[config.mk]
export PLATFORM = sky130hd
export DESIGN_NAME = alu_issue_stage_flat
export DESIGN_NICKNAME = d
export VERILOG_FILES = /design/src/rtl/alu_issue_if.sv /design/src/rtl/alu_issue_stage.sv /design/src/flat_wrapper.sv
export SDC_FILE = /design/constraint.sdc
export NUM_CORES = 1
export LEC_CHECK = 0
export ABC_AREA = 1
export BUFFER_PORTS_ARGS = -buffer_cell sky130_fd_sc_hd__clkbuf_2
export CAP_MARGIN = 20
export CORE_MARGIN = 3
export CORE_UTILIZATION = 44
export CTS_CLUSTER_DIAMETER = 50
export CTS_CLUSTER_SIZE = 25
export DETAILED_ROUTE_END_ITERATION = 8
export PLACE_DENSITY = 0.75
export SYNTH_ARGS = -nofsm -noshare
export SYNTH_HDL_FRONTEND = slang
export SYNTH_SLANG_ARGS = --single-unit
[constraint.sdc]
create_clock -name clk -period 1.65 [get_ports clk]
set_clock_uncertainty 0.1 [all_clocks]
set_input_delay 0.0825 -clock clk [delete_from_list [all_inputs] [get_ports clk]]
set_output_delay 0.0825 -clock clk [all_outputs]
set_load 0.02 [all_outputs]
[src/rtl/alu_issue_if.sv]
// alu_issue_if: issue-stage handshake, ALU drive and writeback tracking bundle
interface alu_issue_if #(parameter int CNT_W = 16);
  logic in_valid;
  logic in_ready;
  logic [31:0] instr;
  logic [31:0] rs_data;
  logic [31:0] rt_data;
  logic wb_stall;
  logic [31:0] alu_a;
  logic [31:0] alu_b;
  logic [2:0] alu_ctrl;
  logic wb_valid;
  logic [4:0] wb_reg;
  logic illegal;
  logic divz_err;
  logic [CNT_W-1:0] issued_count;
  modport master (
    output in_valid, instr, rs_data, rt_data, wb_stall,
    input in_ready, alu_a, alu_b, alu_ctrl, wb_valid, wb_reg, illegal, divz_err, issued_count
  );
  modport slave (
    input in_valid, instr, rs_data, rt_data, wb_stall,
    output in_ready, alu_a, alu_b, alu_ctrl, wb_valid, wb_reg, illegal, divz_err, issued_count
  );
endinterface

[src/rtl/alu_issue_stage.sv]
// alu_issue_stage: MIPS-style decode/issue into a registered 3-bit-control ALU
// Optional ALU_ISSUE_DIVZERO_EN: divide by zero is squashed to a zero result and flagged.
module alu_issue_stage #(parameter int CNT_W = 16) (
  input logic clk,
  input logic rst_n,
  alu_issue_if.slave io
);
  logic [5:0] op, fn;
  logic [31:0] imm_s, imm_z, b;
  logic [2:0] ctrl;
  logic [4:0] dest;
  logic legal, divz, fire, take;
  logic issue_valid;
  logic [4:0] issue_reg;
  logic [CNT_W-1:0] cnt;
  assign op = io.instr[31:26];
  assign fn = io.instr[5:0];
  assign imm_s = {{16{io.instr[15]}}, io.instr[15:0]};
  assign imm_z = {16'h0, io.instr[15:0]};
  assign io.in_ready = rst_n & ~io.wb_stall;
  assign fire = io.in_valid & io.in_ready;
  assign take = fire & legal;
  assign io.issued_count = cnt;
  always_comb begin
    legal = 1'b1;
    ctrl = 3'b000;
    b = imm_s;
    dest = io.instr[20:16];
    if (op == 6'b000000) begin
      b = io.rt_data;
      dest = io.instr[15:11];
      case (fn)
        6'b100000: ctrl = 3'b000;
        6'b100010: ctrl = 3'b001;
        6'b100100: ctrl = 3'b010;
        6'b100101: ctrl = 3'b011;
        6'b101010: ctrl = 3'b100;
        6'b011000: ctrl = 3'b101;
        6'b011010: ctrl = 3'b110;
        default: legal = 1'b0;
      endcase
    end else begin
      case (op)
        6'b001000: ctrl = 3'b000;
        6'b001010: ctrl = 3'b100;
        6'b001100: begin ctrl = 3'b010; b = imm_z; end
        6'b001101: begin ctrl = 3'b011; b = imm_z; end
        default: legal = 1'b0;
      endcase
    end
  end
`ifdef ALU_ISSUE_DIVZERO_EN
  assign divz = legal & (ctrl == 3'b110) & ~|b;
`else
  assign divz = 1'b0;
`endif
  // A stall freezes every register, pulses included, so the ALU keeps recomputing the same result.
  always_ff @(posedge clk or negedge rst_n) begin
    if (!rst_n) begin
      io.alu_a <= '0;
      io.alu_b <= '0;
      io.alu_ctrl <= '0;
      issue_valid <= 1'b0;
      issue_reg <= '0;
      io.wb_valid <= 1'b0;
      io.wb_reg <= '0;
      io.illegal <= 1'b0;
      io.divz_err <= 1'b0;
      cnt <= '0;
    end else if (!io.wb_stall) begin
      issue_valid <= take & (dest != 5'd0) & ~divz;
      issue_reg <= take ? dest : issue_reg;
      io.wb_valid <= issue_valid;
      io.wb_reg <= issue_reg;
      io.illegal <= fire & ~legal;
      io.divz_err <= take & divz;
      io.alu_a <= take ? io.rs_data : io.alu_a;
      io.alu_b <= take ? b : io.alu_b;
      io.alu_ctrl <= take ? (divz ? 3'b010 : ctrl) : io.alu_ctrl;
      cnt <= cnt + CNT_W'(take);
    end
  end
endmodule
[src/flat_wrapper.sv]
// flat-port wrapper written by rule: the top's interface ports become plain ports
module alu_issue_stage_flat 
#(parameter int CNT_W = 16)
  (clk, rst_n, io_in_valid, io_instr, io_rs_data, io_rt_data, io_wb_stall, io_in_ready, io_alu_a, io_alu_b, io_alu_ctrl, io_wb_valid, io_wb_reg, io_illegal, io_divz_err, io_issued_count);
  alu_issue_if #(.CNT_W(CNT_W)) io_i ();
  input logic clk;
  input logic rst_n;
  input wire logic [$bits(io_i.in_valid)-1:0] io_in_valid;
  input wire logic [$bits(io_i.instr)-1:0] io_instr;
  input wire logic [$bits(io_i.rs_data)-1:0] io_rs_data;
  input wire logic [$bits(io_i.rt_data)-1:0] io_rt_data;
  input wire logic [$bits(io_i.wb_stall)-1:0] io_wb_stall;
  output wire logic [$bits(io_i.in_ready)-1:0] io_in_ready;
  output wire logic [$bits(io_i.alu_a)-1:0] io_alu_a;
  output wire logic [$bits(io_i.alu_b)-1:0] io_alu_b;
  output wire logic [$bits(io_i.alu_ctrl)-1:0] io_alu_ctrl;
  output wire logic [$bits(io_i.wb_valid)-1:0] io_wb_valid;
  output wire logic [$bits(io_i.wb_reg)-1:0] io_wb_reg;
  output wire logic [$bits(io_i.illegal)-1:0] io_illegal;
  output wire logic [$bits(io_i.divz_err)-1:0] io_divz_err;
  output wire logic [$bits(io_i.issued_count)-1:0] io_issued_count;
  assign io_i.in_valid = io_in_valid;
  assign io_i.instr = io_instr;
  assign io_i.rs_data = io_rs_data;
  assign io_i.rt_data = io_rt_data;
  assign io_i.wb_stall = io_wb_stall;
  assign io_in_ready = io_i.in_ready;
  assign io_alu_a = io_i.alu_a;
  assign io_alu_b = io_i.alu_b;
  assign io_alu_ctrl = io_i.alu_ctrl;
  assign io_wb_valid = io_i.wb_valid;
  assign io_wb_reg = io_i.wb_reg;
  assign io_illegal = io_i.illegal;
  assign io_divz_err = io_i.divz_err;
  assign io_issued_count = io_i.issued_count;
  alu_issue_stage #(.CNT_W(CNT_W)) u_core (.clk(clk), .rst_n(rst_n), .io(io_i));
endmodule
* Yosys cells after proc, flatten, opt, wreduce, memory -nomap -nowiden
Cells that the tools add are included.
** Storage, ports and cells
- Register bits after elaboration :: 96
- Output and inout bits :: 92
- Word-level logic and storage cells :: 43
- Input bits :: 100
** Operators by class
- Bitwise gates (word level) :: 7
- Muxes and demuxes :: 9
- Reductions and logical operators :: 6
- Eq/ne operators :: 11
- Add/sub/neg operators :: 1
** Operators by type and width (count)
- two-way mux 32 bit :: 2
- equality test 6 bit (second input constant) :: 5
- equality test 6 x 4 -> 1 bit (second input constant) :: 4
- case mux 3 bit (6 select lines) :: 1
- adder 16 x 1 -> 16 bit :: 1
- equality test 6 x 5 -> 1 bit (second input constant) :: 2
- case mux 3 bit (3 select lines) :: 1
- OR reduction 7 bit :: 1
- logical NOT 6 bit :: 1
- AND 1 bit :: 5
- two-way mux 5 bit :: 1
- nonzero test 5 bit :: 1
- OR reduction 4 bit :: 1
- two-way mux 1 bit :: 3
- two-way mux 3 bit :: 1
- inverter 1 bit :: 2
- AND reduction 2 bit :: 1
- OR reduction 2 bit :: 1

* Depth between registers and ports, before layout
- Depth in word-level cells :: 6
- Gate-level depth with buffers :: 18
- Gate-level depth less buffers :: 16

* Worst setup path after synthesis
No wires, ideal clock.
- Path kind :: input-to-reg
- Start :: input rst_n
- End :: register u_core.cnt[12], in the netlist u_core.io.issued_count[12]
- Path slack :: -0.724 ns
- Arrival time :: 2.145 ns
- Required time :: 1.421 ns
- Buffers on the path :: 2
- Stages :: 16
- Library setup time :: 0.129 ns
- Cells stage by stage :: inv_1 > nor2_1 > nand2_1 > inv_1 > nand3_1 > buf_4 > buf_4 > inv_1 > ha_1 > ha_1 > nand3_1 > nor2_1 > nand2_1 > nor2_1 > nand4_1 > xnor2_1
** Between the ends
- Longest elaborated chain between the ends :: 4
** RTL lines
- start, declared :: RTL line flat_wrapper.sv:7 : input logic rst_n;
- AND 1 bit :: RTL line alu_issue_stage.sv:20 : assign io.in_ready = rst_n & ~io.wb_stall;
- net io_in_ready :: RTL line flat_wrapper.sv:13 : output wire logic [$bits(io_i.in_ready)-1:0] io_in_ready;
- AND 1 bit :: RTL line alu_issue_stage.sv:21 : assign fire = io.in_valid & io.in_ready;
- AND 1 bit :: RTL line alu_issue_stage.sv:22 : assign take = fire & legal;
- adder 16 x 1 -> 16 bit :: RTL line alu_issue_stage.sv:80 : cnt <= cnt + CNT_W'(take);
- end signal, assigned :: RTL line alu_issue_stage.sv:80
- end, declared :: RTL line alu_issue_stage.sv:15 : logic [CNT_W-1:0] cnt;
The timed path passes the listed nets, and every way through them passes these cells.
A chain may end at the register's enable or synchronous reset.

* Worst setup path in the final report
- Start :: input io_instr[2]
- End :: register u_core.cnt[12], in the netlist u_core.io.issued_count[12]
** Between the ends
- Longest elaborated chain between the ends :: 6
- Elaborated cells on any way between the ends :: 12
- Classes of those cells :: add/sub: 1; eq/ne: 7; mux: 2; bitwise: 1; reduce/logical: 1
** RTL lines
- start, declared :: RTL line flat_wrapper.sv:9 : input wire logic [$bits(io_i.instr)-1:0] io_instr;
- equality test 6 bit / equality test 6 x 5 -> 1 bit (equally long branches) :: RTL line alu_issue_stage.sv:32 : case (fn)
- OR reduction 7 bit (no line) (*)
- two-way mux 1 bit (*) :: RTL line alu_issue_stage.sv:32
- two-way mux 1 bit (*) :: RTL line alu_issue_stage.sv:29 : if (op == 6'b000000) begin
- AND 1 bit (*) :: RTL line alu_issue_stage.sv:22
- adder 16 x 1 -> 16 bit (*) :: RTL line alu_issue_stage.sv:80
Mark *: on every way between the ends. The rest lies on a longest branch, timed or not.

==> metrics.cfg <==
[pwr]
max-vdd-ir-drop_v = 0.000512
seq_power_share_pct = 47.0
clockPowerShare_pct = 26.1
p_leak_nw = 4.09
combPwrFrac_pct = 26.9
p_int_mw = 4.03
switching_share_pct = 34.2
p_sw_mw = 2.10
powerDensity_nw_per_um2 = 844

[setup_path]
crit_type = in -> reg
cp_max_fo = 4
cp_data_required_time_ns = 1.83
crit_arrival_ns = 1.86
worstSetupEndpointType = flop
critPathLaunchType = input pin

[floorplan]
start_util_pct = 45.7
die_w_um = 110
ios = 192
die_height_um = 110
fp-row-count = 37
die_area_um2 = 12200
core_um2 = 10500

[synth]
yosys_warnings = 0
syn-cell-area_um2 = 4780
synth.avg_cell_area_um2 = 7.84
ys.flop_type = dfrtp_1
synth-seq-area-share_pct = 50.2
synth_edf_count = 0
synth_top_area_share_pct = 50.2
yosys-top-cells-area = dfrtp_1 50%, nand2_1 22%, nand4_1 11%, inv_1 3.0%, buf_2 2.3%
synth-seq-cells = 96
yosysUniqueCellTypes = 24
synth_nets = 712
async_flop_share_pct = 100
syn_inst = 610
yosysTopAreaCell = dfrtp_1

[routing]
met2RoutedLength_um = 8060
drt_first_pass_iters = 5
wl_met3_um = 1190
viasPerCell = 5.21
ant_nets = 0
detail_route.wl_per_cell_um = 15.6
wl_um = 16000
drt_iter0_markers = 513
dr_total_vias = 5370
drc_errors = 0
drt-met1-wl_um = 6210
top_layer = met4

[timing]
period_share_pct = 102
rsz0062_at_grt = yes
hold_violations = 0
setup_viol = 2
fmax_mhz = 594
slew_viol_final = 0
layout_setup_ws_ns = -0.0344
fin_crit_ns = 1.68
slew_headroom_pct = 37.5
tightest_slew_ns = 0.937
finalSetupTns_ns = -0.0502

[place]
place.gp.congestion = 0.871
io_buffers = 185
dp.cells = 925
hpwl_um = 9550

[finish]
final_cells = 1030
final_nets = 992
area_delta_synth_final_pct = 51.9
register_area_um2 = 2400
multiInputGateArea_um2 = 2180
fill_cells = 830
final_layout_size_suffix_gt1_share_pct = 32.9
n_antenna_cell = 0

[clock_network]
clock_sinks = 96
numCtsBuffers = 9
clock_latency_ns = 0.35
cts_tree = built
clock_path_buffers = 2
htreeDepth = 3
cts_root_buf = clkbuf_8
clk_pin_slew_worst_paths_ns = 0.10

[global_routing]
grt.overflow.total = 0
grt_pass1_vias = 5012
grt_max_degree = 75
antenna_found_initial = 0
grt_pass1_wl_um = 23600
grtUsageTotal_pct = 24.5

[worst_hold_path]
min_path_type = in -> reg

[outcome]
status = complete, but fails checks
violations = setup timing

[flow_run]
maxCapViolCount = 0

cell usage in the layout (no fill, tap or decap), drive strengths merged, types with 2 or more instances in the layout:
cell type,count
clkbuf,187
ha,2
dlygate4sd3,74
nor2,22
xor2,9
nand3,19
xnor2,4
nand3b,2
nand4,81
buf,59
o21ai,14
nor3,3
nand2,274
dfrtp,96
inv,42
layout make-up:
| cell class | count | area share, % |
|---|---|---|
| sequential | 96 | 33.1 |
| multi-input combinational | 433 | 30.0 |
| timing repair buffer | 310 | 29.7 |
| tap | 136 | 2.34 |
| inverter | 40 | 2.24 |
| clock buffer | 10 | 1.76 |
| clock inverter | 5 | 0.913 |
layer usage:
layer / vias up / global-route usage (%)
met5: - / 0
met4: 0 / 10.9
met3: 53 / 4.66
li1: 2531 / -
met2: 270 / 40.8
met1: 2516 / 31.0
final timing paths:
path	startpoint	to	slack, ns	depth (start not counted)
worst max-delay path	io_instr[2]	u_core.io.issued_count[12]	-0.03	17
worst min-delay path	io_wb_stall	u_core.io.issued_count[13]	0.03	3
worst max register to register	u_core.io.issued_count[0]	u_core.io.issued_count[12]	0.04	8
worst min register to register	u_core.issue_reg[0]	u_core.io.wb_reg[0]	0.37	2
max in group asynchronous	rst_n	u_core.io.alu_b[27]	0.35	4
min in group asynchronous	rst_n	u_core.io.issued_count[7]	0.13	3
Yosys cell counts (all sizes together) (3+ instances only):
cell type	number
nand4	81
nand3	19
nand2	274
nor2	22
o21ai	14
dfrtp	96
buf	34
clkbuf	7
xor2	9
nor3	3
xnor2	4
inv	40
power by group through the flow:
| stage | combinational [mW] | sequential [mW] | clock [mW] |
|---|---|---|---|
| floorplan | 0.402 | 3.29 | 0 |
| global placement | 1.41 | 2.91 | 0 |
| detailed placement | 1.44 | 2.92 | 0 |
| CTS | 1.59 | 2.87 | 1.64 |
| global route | 1.81 | 2.92 | 1.73 |
| finish | 1.65 | 2.88 | 1.60 |
through the flow:
stage	power, mW	util, %	area, um2	hold WS [ns]	setup WS (ns)
after global routing	6.46	69.4	7260	0.0556	-0.122
final	6.13	69.4	7260	0.0330	-0.0344
after detailed placement	4.36	57.4	6010	-0.00899	-0.524
after CTS	6.10	67.2	7030	0.00124	0.00592
after floorplan	3.69	-	4840	-0.313	-0.497
after global placement	4.31	57.4	6010	-0.0197	-0.436
logic make-up (layout without fill, tap and decap cells):
group                      count (synthesis)  count (layout)  synth area share [%]
AOI/OAI and AO/OA                         15              15                  1.65
xor gates and xnor gates                  13              13                  2.38
adders and majority gates                  2               2                 0.523
buffers and inverters                     81             365                  7.72
DFF                                       96              96                  50.2
other                                      1               1                0.0784
and+or+nand+nor                          402             402                  37.4
critical path, stage by stage:
cell and delay, ns:
buf_4 0.13, inv_2 0.06, nor2_4 0.10, nand3_2 0.10, nand2_1 0.08, nor2_1 0.05
nand2_2 0.09, nand3_4 0.09, inv_2 0.07, ha_4 0.13, ha_4 0.14, nand3_4 0.08
nor2_4 0.13, nand2_2 0.09, nor2_4 0.15, nand4_1 0.11, xnor2_1 0.19
repair_timing:
action	in CTS	in global routing
hold buffers	74	0
buffers inserted	9	7
pin swaps	13	24
hold endpoints to repair	85	0
resized for setup	8	53
endpoints found under the setup margin	5	37
Power figures use the tool's default switching activity.
